===== config.mk =====
export PLATFORM = sky130hd
export DESIGN_NAME = adc16dv160_input_read
export DESIGN_NICKNAME = d
export VERILOG_FILES = /design/src/rtl/adc16dv160_input_common.sv /design/src/rtl/adc16dv160_sticky_flag.sv /design/src/rtl/adc16dv160_input_read.sv
export SDC_FILE = /design/constraint.sdc
export NUM_CORES = 1
export LEC_CHECK = 0
export ABC_AREA = 1
export BUFFER_PORTS_ARGS = -buffer_cell sky130_fd_sc_hd__buf_2
export CAP_MARGIN = 20
export CORE_ASPECT_RATIO = 0.6
export CORE_MARGIN = 2
export CORE_UTILIZATION = 40
export CTS_BUF_LIST = sky130_fd_sc_hd__clkbuf_4 sky130_fd_sc_hd__clkbuf_8 sky130_fd_sc_hd__clkbuf_16
export DETAILED_ROUTE_END_ITERATION = 6
export GPL_TIMING_DRIVEN = 0
export HOLD_SLACK_MARGIN = 0.03
export PLACE_DENSITY = 0.79
export SYNTH_ARGS = -nofsm -noshare
export SYNTH_HDL_FRONTEND = slang
export SYNTH_HIERARCHICAL = 1
export SYNTH_SLANG_ARGS = --single-unit

===== constraint.sdc =====
create_clock -name ACLK -period 3.6 [get_ports ACLK]
set_clock_uncertainty 0.05 [all_clocks]
set_input_delay 0.72 -clock ACLK [delete_from_list [all_inputs] [get_ports ACLK]]
set_output_delay 0.72 -clock ACLK [all_outputs]
set_load 0.05 [all_outputs]

===== src/rtl/adc16dv160_input_common.sv =====
// adc16dv160_input_common: register map, response codes and read FSM states shared by the input IP
package adc16dv160_input_common;
  localparam logic [7:0] AXI_ADDR_CR    = 8'h00;
  localparam logic [7:0] AXI_ADDR_DSIZE = 8'h04;
  localparam logic [7:0] AXI_ADDR_SR    = 8'h08;
  localparam logic [7:0] AXI_ADDR_CNT   = 8'h0C;
  localparam logic [7:0] AXI_ADDR_VER   = 8'h10;
  localparam logic [1:0] AXI_RESP_OKAY   = 2'b00;
  localparam logic [1:0] AXI_RESP_SLVERR = 2'b10;
  typedef enum logic [1:0] {S0, S1, S2} rd_state_t;
endpackage


===== src/rtl/adc16dv160_sticky_flag.sv =====
// adc16dv160_sticky_flag: event flag that holds until cleared; a set in the clear cycle wins
module adc16dv160_sticky_flag (
  input  logic ACLK,
  input  logic ARESETN,
  input  logic set,
  input  logic clr,
  output logic flag
);
  always_ff @(posedge ACLK or negedge ARESETN)
    if (!ARESETN) flag <= 1'b0;
    else          flag <= set | (flag & ~clr);
endmodule


===== src/rtl/adc16dv160_input_read.sv =====
// adc16dv160_input_read: AXI4-Lite read responder for the input block registers
module adc16dv160_input_read
  import adc16dv160_input_common::*;
#(
  parameter int          DECODE_W = 8,
  parameter logic [31:0] VERSION  = 32'h0001_0000
) (
  input  logic        ACLK,
  input  logic        ARESETN,
  input  logic [31:0] ARADDR,
  input  logic        ARVALID,
  output logic        ARREADY,
  output logic [31:0] RDATA,
  output logic [1:0]  RRESP,
  output logic        RVALID,
  input  logic        RREADY,
  input  logic [31:0] dsize,
  input  logic        cr_test,
  input  logic        cr_rt,
  input  logic        busy,
  input  logic        done_pulse,
  input  logic        ovf_pulse,
  input  logic [31:0] sample_cnt
);
  rd_state_t             state, state_nxt;
  logic [DECODE_W-1:0]   addr;
  logic [31:0]           rd_data;
  logic [1:0]            rd_resp;
  logic                  done_sticky, ovf_sticky, sr_clr;
  logic                  unused_addr;
  assign addr        = ARADDR[DECODE_W-1:0];
  assign unused_addr = ^ARADDR[31:DECODE_W];
  assign ARREADY     = state == S1;
  assign RVALID      = state == S2;
  // Flags are cleared on the same edge that snapshots them into RDATA
  assign sr_clr      = ARREADY && addr == DECODE_W'(AXI_ADDR_SR);
  always_comb begin
    state_nxt = state;
    state_nxt = state == S0 ? (ARVALID ? S1 : S0) :
                state == S1 ? S2 : (RREADY ? S0 : S2);
  end
  always_comb begin
    rd_data = '0;
    rd_resp = AXI_RESP_OKAY;
    case (addr)
      DECODE_W'(AXI_ADDR_CR):    rd_data = {29'b0, cr_rt, cr_test, 1'b0};
      DECODE_W'(AXI_ADDR_DSIZE): rd_data = dsize;
      DECODE_W'(AXI_ADDR_SR):    rd_data = {29'b0, ovf_sticky, done_sticky, busy};
      DECODE_W'(AXI_ADDR_CNT):   rd_data = sample_cnt;
      DECODE_W'(AXI_ADDR_VER):   rd_data = VERSION;
      default:                   rd_resp = AXI_RESP_SLVERR;
    endcase
  end
  always_ff @(posedge ACLK or negedge ARESETN)
    if (!ARESETN) begin
      state <= S0;
      RDATA <= '0;
      RRESP <= AXI_RESP_OKAY;
    end else begin
      state <= state_nxt;
      if (ARREADY) begin
        RDATA <= rd_data;
        RRESP <= rd_resp;
      end
    end
  adc16dv160_sticky_flag u_done (
    .ACLK(ACLK), .ARESETN(ARESETN), .set(done_pulse), .clr(sr_clr), .flag(done_sticky)
  );
  adc16dv160_sticky_flag u_ovf (
    .ACLK(ACLK), .ARESETN(ARESETN), .set(ovf_pulse), .clr(sr_clr), .flag(ovf_sticky)
  );
endmodule


Word level (Yosys, flattened, before mapping)
Index checks and enable logic that the tools add are counted.
Widths: inputs -> output; s select.

storage, ports and cells
  register bits after elaboration = 38
  bits in latches = 0
  memory bits (writable) = 0
  ROM bits = 0
  bits of input ports = 105
  word-level logic and storage cells = 26
  memories = 0

cells by class
  $add $sub $neg = 0
  multiply operators = 0
  div/mod/pow operators = 0
  order comparisons = 0
  equal/unequal tests = 6
  shift operators = 0
  muxes and demuxes = 6
  bitwise gates (word level) = 5
  reductions and logical operators = 4

operator list
  cell                count
  $pmux 32 s5         1
  $eq 8x4->1 const B  2
  $eq 8x3->1 const B  1
  $eq 8x5->1 const B  1
  $logic_not 8->1     1
  $mux 2              4
  $reduce_or 5->1     1
  $and 1x1->1         2
  $eq 2x1->1 const B  1
  $eq 2x2->1 const B  1
  $logic_not 2->1     1
  $or 1x1->1          2
  $logic_and 1x1->1   1
  $mux 1              1
  $not 1->1           1

Logic depth before layout (Yosys ltp)
Gate-level depths: netlist (run 1).

  word-level depth = 5
  gate-level depth with buffers = 9
  depth with buffers taken out = 7

Modules after synthesis
Netlist (run 1), hierarchy kept.

modules (own cells, without submodules)
  module                  instances  cells each  area an instance (um2)
  adc16dv160_input_read   1          284         2019.4
  adc16dv160_sticky_flag  2          5           40.0

Least setup slack after synthesis (run 1)
Ideal clock, no wire load.

  kind = reg2out
  start = register state[0]
  end = output RVALID
  data arrival time = 1035 ps
  data required time = 2830 ps
  path slack = 1795 ps
  cell stages (with the launch flop) = 2
  path buffers = 0
  path through = dfrtp_1 -> nor2_1

between the ends
  longest elaborated chain between the ends = 1

ends and longest elaborated chain
  item                    RTL line                     RTL
  start, declared         adc16dv160_input_read.sv:25  rd_state_t state, state_nxt;
  start signal, assigned  adc16dv160_input_read.sv:60  state <= state_nxt;
  $eq 2x2->1              adc16dv160_input_read.sv:34  assign RVALID = state == S2;
  end, declared           adc16dv160_input_read.sv:15  output logic RVALID,

No other way between the ends.

Worst setup path in the final report (run 1)
  start = register state[1]
  end = output ARREADY

between the ends
  longest elaborated chain between the ends = 1

ends and longest elaborated chain
  item           RTL line                     RTL
  $eq 2x1->1     adc16dv160_input_read.sv:33  assign ARREADY = state == S1;
  end, declared  adc16dv160_input_read.sv:12  output logic ARREADY,

No other way between the ends.

==> metrics.log, run 1 <==
[metrics] die width: 97.5 um
[metrics] Row Count: 20
[metrics] source of the worst hold timing path: state[0]
[metrics] setup repair after global routing missed its margin: no
[metrics] actual slew at the worst max-slew pin: 825 ps
[metrics] cell with the largest stage delay on the worst path: sky130_fd_sc_hd__dfrtp_1
[metrics] cts-stage hold buffer count: 0
[metrics] overall global routing resource usage: 21.1%
[metrics] first-iteration detailed-routing DRC count: 113
[metrics] layout cell share with drive strength beyond 1: 37.4%
[metrics] number of nets with antenna violations after detailed routing: 0
[metrics] leak pwr: 1.83 nW
[metrics] Final HPWL DP: 4.59 mm
[metrics] total vias in the final route: 2,255
[metrics] worst slew margin relative to its limit: 45.0%
[metrics] final number of setup-violating endpoints: 0
[metrics] placed insts: 475
[metrics] synthesized instance count: 294
[metrics] highest fanout seen on the critical path: 10
[metrics] clk root buf: sky130_fd_sc_hd__clkbuf_8
[metrics] Port Buffer Count: 115
[metrics] diode insertion count for antenna repair: 0
[metrics] number of hold violations in the final report: 0
[metrics] clock buffers created by TritonCTS: 5
[metrics] share of the yosys chip area belonging to registers: 44.1%
[metrics] Peak Freq: 401 MHz
[metrics] result of the run: completed
[metrics] Netlist Area Pre-Place: 2100 um2
[metrics] setup_tns: 0 ps
[metrics] via-per-instance ratio: 4.67
[metrics] most frequent standard cell in the layout excluding fill and tap cells: sky130_fd_sc_hd__nand2_1
[metrics] Yosys warning total: 6
[metrics] ordered cell list for the critical path: inv_1, nand2_1, inv_1, buf_4, buf_2
[metrics] Hold Crit Class: reg2reg
[metrics] Post-CTS Resized: 0
[metrics] worst voltage drop across the vdd grid: 0.239 mV
[metrics] first drt pass iteration count: 4
[metrics] Crit. Startpoint: state[1]
[metrics] number of cells in the finished layout apart from fillers: 483
[metrics] type of destination of the critical path: primary output
[metrics] die span in y: 60.1 um
[metrics] Core Area: 5050 um2
[metrics] Layout fillers: 516
[metrics] initial cell density of the core: 41.5%
[metrics] pin count of the biggest net entering global routing: 38
[metrics] worst-skew pair later-pin latency: 280 ps
[metrics] Layout Cell Area excl Fill: 2860 um2
[metrics] H-tree Lvls: 2
[metrics] combined area of the multi-input logic cells: 985 um2
[metrics] worst setup timing slack at the placement stage: 1400 ps
[metrics] MaxCap Viol Count: 0
[metrics] minimum clock period after layout: 2490 ps
[metrics] Die Outline Area: 5860 um2
[metrics] # Post-CTS Setup Buffers: 0
[metrics] synth unique cells: 22
[metrics] Worst path most repeated cell: sky130_fd_sc_hd__inv_1
[metrics] worst setup margin: 1110 ps
[metrics] slowest cell delay on critical path: 370 ps
[metrics] WL/cell: 12.2 um
[metrics] commonest non-fill, non-tap cells in the layout: sky130_fd_sc_hd__nand2_1 (156), sky130_fd_sc_hd__buf_2 (119), sky130_fd_sc_hd__nand3_1 (41), sky130_fd_sc_hd__dfrtp_1 (37), sky130_fd_sc_hd__nand2_2 (12)
[metrics] storage element area: 926 um2
[metrics] buffers from clock root to sink, at most: 2
[metrics] mean instance size in the synthesized netlist: 7.14 um2
[metrics] nets: 521
[metrics] Req. time, crit path: 2830 ps
[metrics] FF+latch count, synth: 37
[metrics] startpoint of the worst register-to-register path: state[1]
[metrics] total power per unit cell area: 385 nW/um2
[metrics] Crit path arrival time: 1720 ps
[metrics] first-pass GRT wire length: 9.82 mm
[metrics] initial antenna violation count: 0
[metrics] vias in the first global route: 2,124
[metrics] aggregate routed wire length: 5.92 mm
[metrics] critical path launch point type: flop
[metrics] Placement Cell Area: 2760 um2
[metrics] DRC: 0
[metrics] Crit Path Category: reg2out
[metrics] total congestion overflow: 0
[metrics] CTS clock-pin slew for the worst setup and hold paths: 70 ps
[metrics] final RePlAce weighted congestion: 0.866
[metrics] post-synthesis net count: 399
[metrics] Slew Limit Fails: 0
[metrics] final cycle utilization of the critical path: 69.2%
[metrics] Num Clock Sinks: 37
[metrics] clock tree from TritonCTS: yes
[metrics] growth of design area from synthesis to finish: 36.2%
[metrics] num ports: 141
==> flip-flops by register name (all words and copies together), names as in the netlist <==
register	count
RDATA	32
RRESP	1
state	2
u_done/flag	1
u_ovf/flag	1
==> synthesized netlist by cell type <==
library cell / instances / area, um2
sky130_fd_sc_hd__nor3_4: 1 / 16.3
sky130_fd_sc_hd__nand2_2: 12 / 75.1
sky130_fd_sc_hd__clkbuf_8: 4 / 55.1
sky130_fd_sc_hd__buf_2: 4 / 20.0
sky130_fd_sc_hd__nor2_2: 3 / 18.8
sky130_fd_sc_hd__inv_2: 2 / 7.51
sky130_fd_sc_hd__nor2_1: 7 / 26.3
sky130_fd_sc_hd__dfrtp_1: 37 / 926
sky130_fd_sc_hd__conb_1: 1 / 3.75
sky130_fd_sc_hd__nand2_4: 1 / 11.3
sky130_fd_sc_hd__buf_8: 1 / 15.0
sky130_fd_sc_hd__nand4_1: 1 / 6.26
sky130_fd_sc_hd__buf_4: 4 / 30.0
sky130_fd_sc_hd__inv_1: 9 / 33.8
sky130_fd_sc_hd__nand2_1: 156 / 586
sky130_fd_sc_hd__nor4_1: 1 / 6.26
sky130_fd_sc_hd__nor3_1: 1 / 5.00
sky130_fd_sc_hd__nand3_1: 41 / 205
sky130_fd_sc_hd__buf_6: 1 / 11.3
sky130_fd_sc_hd__dlymetal6s2s_1: 1 / 12.5
sky130_fd_sc_hd__clkbuf_1: 1 / 3.75
sky130_fd_sc_hd__o21ai_0: 5 / 25.0
==> cell families (layout without fill, tap and decap cells) <==
family          after synthesis  in the layout  share of synthesized area [%]
flops                        37             37                           44.1
buf+inv                      27            150                           9.00
simple gates                224            224                           45.5
other cells                   1              1                          0.179
compound gates                5              5                           1.19
==> metal layers <==
metal | share of wire [%] | track usage (%) | wire, um | vias up
met5 | 0 | 0 | 0 | -
met4 | 0.78 | 4.56 | 46 | 0
met3 | 8.7 | 5.15 | 515 | 6
met2 | 42 | 33.4 | 2490 | 99
met1 | 48 | 29.9 | 2870 | 992
li1 | - | - | - | 1158
==> path summary, 6_finish.rpt <==
kind | to | slack, ps | depth (start not counted)
min in group asynchronous | RDATA[14] | 480 | 1
setup reg to reg | u_ovf/flag | 2110 | 6
max in group asynchronous | RDATA[17] | 2500 | 1
hold / removal | state[0] | 400 | 1
hold reg to reg | state[0] | 400 | 1
setup / recovery | ARREADY | 1110 | 5
==> where the power goes <==
part | internal [mW] | switching [mW] | leakage [nW]
clock | 0.173 | 0.144 | 0.0542
sequential | 0.438 | 0.0133 | 0.501
combinational | 0.102 | 0.230 | 1.27
total | 0.713 | 0.387 | 1.83
==> metrics by stage <==
step                      power [mW]  utilization (%)  hold slack, ps
after floorplan                0.671                -             372
after global placement         0.788             54.6             385
after detailed placement       0.793             54.6             390
after CTS                       1.11             56.6             400
after global routing            1.16             56.6             444
final                           1.10             56.6             397
==> area by class of cell <==
type	count	share of cell area (%)
clock inverters	1	0.175
clock buffers	7	3.37
multi-input cells	230	34.4
plain buffers	16	5.16
repair buffers	115	20.1
flip-flops and latches	37	32.4
well taps	66	2.89
inverters	11	1.44
==> worst max-delay path: cells and delay by family, from the launching register on <==
kind                   cells  cell delay [ps]
AND/OR/NAND/NOR            1              230
flip-flops                 1              370
buffers and inverters      4              830
Note: power is estimated with default switching activity, not from simulation.
==> inputs of run 2 (changes only) <==
- CORE_UTILIZATION: 40 -> 38
- clock period: 3.6 -> 2.25 ns (I/O delays scaled with it)
==> metrics.log, run 2 (synthesis gave the netlist of run 1 again) <==
[metrics] result of the run: completed
[metrics] clock tree from TritonCTS: yes
[metrics] final number of setup-violating endpoints: 0
[metrics] Top Usage Layer GRT: met2
[metrics] layout cell share with drive strength beyond 1: 37.7%
[metrics] highest fanout seen on the critical path: 10
[metrics] critical path launch point type: flop
[metrics] vias in the first global route: 1,971
[metrics] overall global routing resource usage: 19.2%
[metrics] Crit path arrival time: 1510 ps
[metrics] cts-stage hold buffer count: 0
[metrics] final RePlAce weighted congestion: 0.925
[metrics] Hold Crit Class: in2async
[metrics] Slew Limit Fails: 0
[metrics] growth of design area from synthesis to finish: 35.8%
[metrics] WL/cell: 12.0 um
[metrics] die width: 100 um
[metrics] first-pass GRT wire length: 9.05 mm
[metrics] Placement Cell Area: 2760 um2
[metrics] total vias in the final route: 2,240
[metrics] via-per-instance ratio: 4.65
[metrics] CTS clock-pin slew for the worst setup and hold paths: 70 ps
[metrics] Final HPWL DP: 4.54 mm
[metrics] Num Clock Sinks: 37
[metrics] final worst hold slack: 214 ps
[metrics] DRC: 0
[metrics] setup_tns: 0 ps
[metrics] number of nets with antenna violations after detailed routing: 0
[metrics] actual slew at the worst max-slew pin: 820 ps
[metrics] type of destination of the critical path: primary output
[metrics] top flop regs: RDATA (32), state (2)
[metrics] # Post-CTS Setup Buffers: 0
[metrics] Req. time, crit path: 1750 ps
[metrics] total power per unit cell area: 605 nW/um2
[metrics] Peak Freq: 498 MHz
[metrics] worst slew margin relative to its limit: 45.4%
[metrics] die span in y: 61.6 um
[metrics] Crit Path Category: reg2out
[metrics] share of the core filled with cells: 55.0%
[metrics] first-iteration detailed-routing DRC count: 72
[metrics] Core Area: 5180 um2
[metrics] aggregate routed wire length: 5.78 mm
[metrics] pin count of the biggest net entering global routing: 38
[metrics] H-tree Lvls: 2
[metrics] depth of the worst register-to-register path: 6
[metrics] Layout Cell Area excl Fill: 2850 um2
[metrics] cell internal pwr: 1.12 mW
[metrics] max FFs per register: 32
[metrics] total congestion overflow: 0
[metrics] net switching fraction of the power: 34.9%
[metrics] worst voltage drop across the vdd grid: 0.286 mV
[metrics] clock buffers created by TritonCTS: 5
[metrics] commonest non-fill, non-tap cells in the layout: sky130_fd_sc_hd__nand2_1 (155), sky130_fd_sc_hd__buf_2 (119), sky130_fd_sc_hd__nand3_1 (41), sky130_fd_sc_hd__dfrtp_1 (37), sky130_fd_sc_hd__nand2_2 (13)
[metrics] Net Switching: 0.602 mW
[metrics] first drt pass iteration count: 4
[metrics] num ports: 141
[metrics] Row Count: 20
[metrics] Comb power frac: 30.9%
[metrics] clk root buf: sky130_fd_sc_hd__clkbuf_8
[metrics] worst-skew pair later-pin latency: 280 ps
[metrics] final cycle utilization of the critical path: 89.3%
[metrics] met1 Usage GRT: 25.7%
[metrics] Layout fillers: 522
[metrics] placed insts: 475
[metrics] setup repair after global routing missed its margin: no
[metrics] Top reg by flops: RDATA
[metrics] Port Buffer Count: 115
[metrics] Die Outline Area: 6160 um2
[metrics] diode insertion count for antenna repair: 0
[metrics] number of hold violations in the final report: 0
[metrics] nets: 521
[metrics] part of the total power dissipated in the clock network: 27.4%
[metrics] global routing usage on met2: 31.1%
[metrics] MaxCap Viol Count: 0
[metrics] met3 track demand over resource in global routing: 5.68%
[metrics] minimum clock period after layout: 2010 ps
[metrics] initial antenna violation count: 0
[metrics] most frequent standard cell in the layout excluding fill and tap cells: sky130_fd_sc_hd__nand2_1
[metrics] initial cell density of the core: 40.5%
[metrics] number of cells in the finished layout apart from fillers: 482
[metrics] buffers from clock root to sink, at most: 2
[metrics] sequential fraction of design power: 41.7%
[metrics] leak pwr: 1.82 nW
==> run 2: changes by cell type in the layout (fill, tap and decap cells not counted) <==
| cell | delta |
|---|---|
| sky130_fd_sc_hd__clkbuf_4 | +1 |
| sky130_fd_sc_hd__nand2_1 | -1 |
| sky130_fd_sc_hd__inv_2 | +1 |
| sky130_fd_sc_hd__nand2_2 | +1 |
| sky130_fd_sc_hd__clkinv_2 | -1 |
| sky130_fd_sc_hd__inv_1 | -1 |
| sky130_fd_sc_hd__clkbuf_8 | -1 |
==> run 2: repair_timing <==
action | CTS | global route
hold endpoints to repair | 0 | 0
endpoints found under the setup margin | 0 | 1
resized for setup | 0 | 2
==> run 2: power by group through the flow <==
stage          clock [mW]  combinational (mW)  sequential (mW)
2_1_floorplan           0               0.267            0.807
3_3_place_gp            0               0.531            0.731
3_5_place_dp            0               0.538            0.730
4_1_cts             0.486               0.538            0.718
5_1_grt             0.512               0.586            0.722
6_report            0.472               0.532            0.719
==> run 2: stage by stage <==
step | setup slack (ps) | total power [mW]
2_1_floorplan | 715 | 1.07
3_3_place_gp | 353 | 1.26
3_5_place_dp | 354 | 1.27
4_1_cts | 35.4 | 1.74
5_1_grt | 107 | 1.82
6_report | 240 | 1.72
==> run 2: path summary, 6_finish.rpt <==
path                            start          end  slack, ps
max                          state[1]      ARREADY        240
max in group asynchronous     ARESETN    RDATA[31]       1420
max reg2reg                  state[1]   u_ovf/flag        870
min reg2reg                  state[0]     state[0]        420
min                           ARESETN    RDATA[12]        210
min in group ACLK          done_pulse  u_done/flag        300
==> run 2: cell type report <==
type	count	area, um2	share of cell area, %
multi-input combinational	230	987	34.6
sequential	37	926	32.5
timing repair buffer	115	576	20.2
buffer	16	148	5.18
clock buffer	7	90.1	3.16
tap	66	82.6	2.90
inverter	11	41.3	1.45
==> run 2: critical path, cell delays in order (launching register included) <==
cell and delay, ps:
sky130_fd_sc_hd__dfrtp_1 360, sky130_fd_sc_hd__inv_1 110, sky130_fd_sc_hd__nand2_2 160, sky130_fd_sc_hd__inv_2 140, sky130_fd_sc_hd__buf_4 180, sky130_fd_sc_hd__buf_2 270
==> run 2: layer usage <==
metal  up-vias  wire [um]
met3         7        540
met2        97       2380
li1       1153          -
met1       983       2800
met5         -          0
met4         0         58
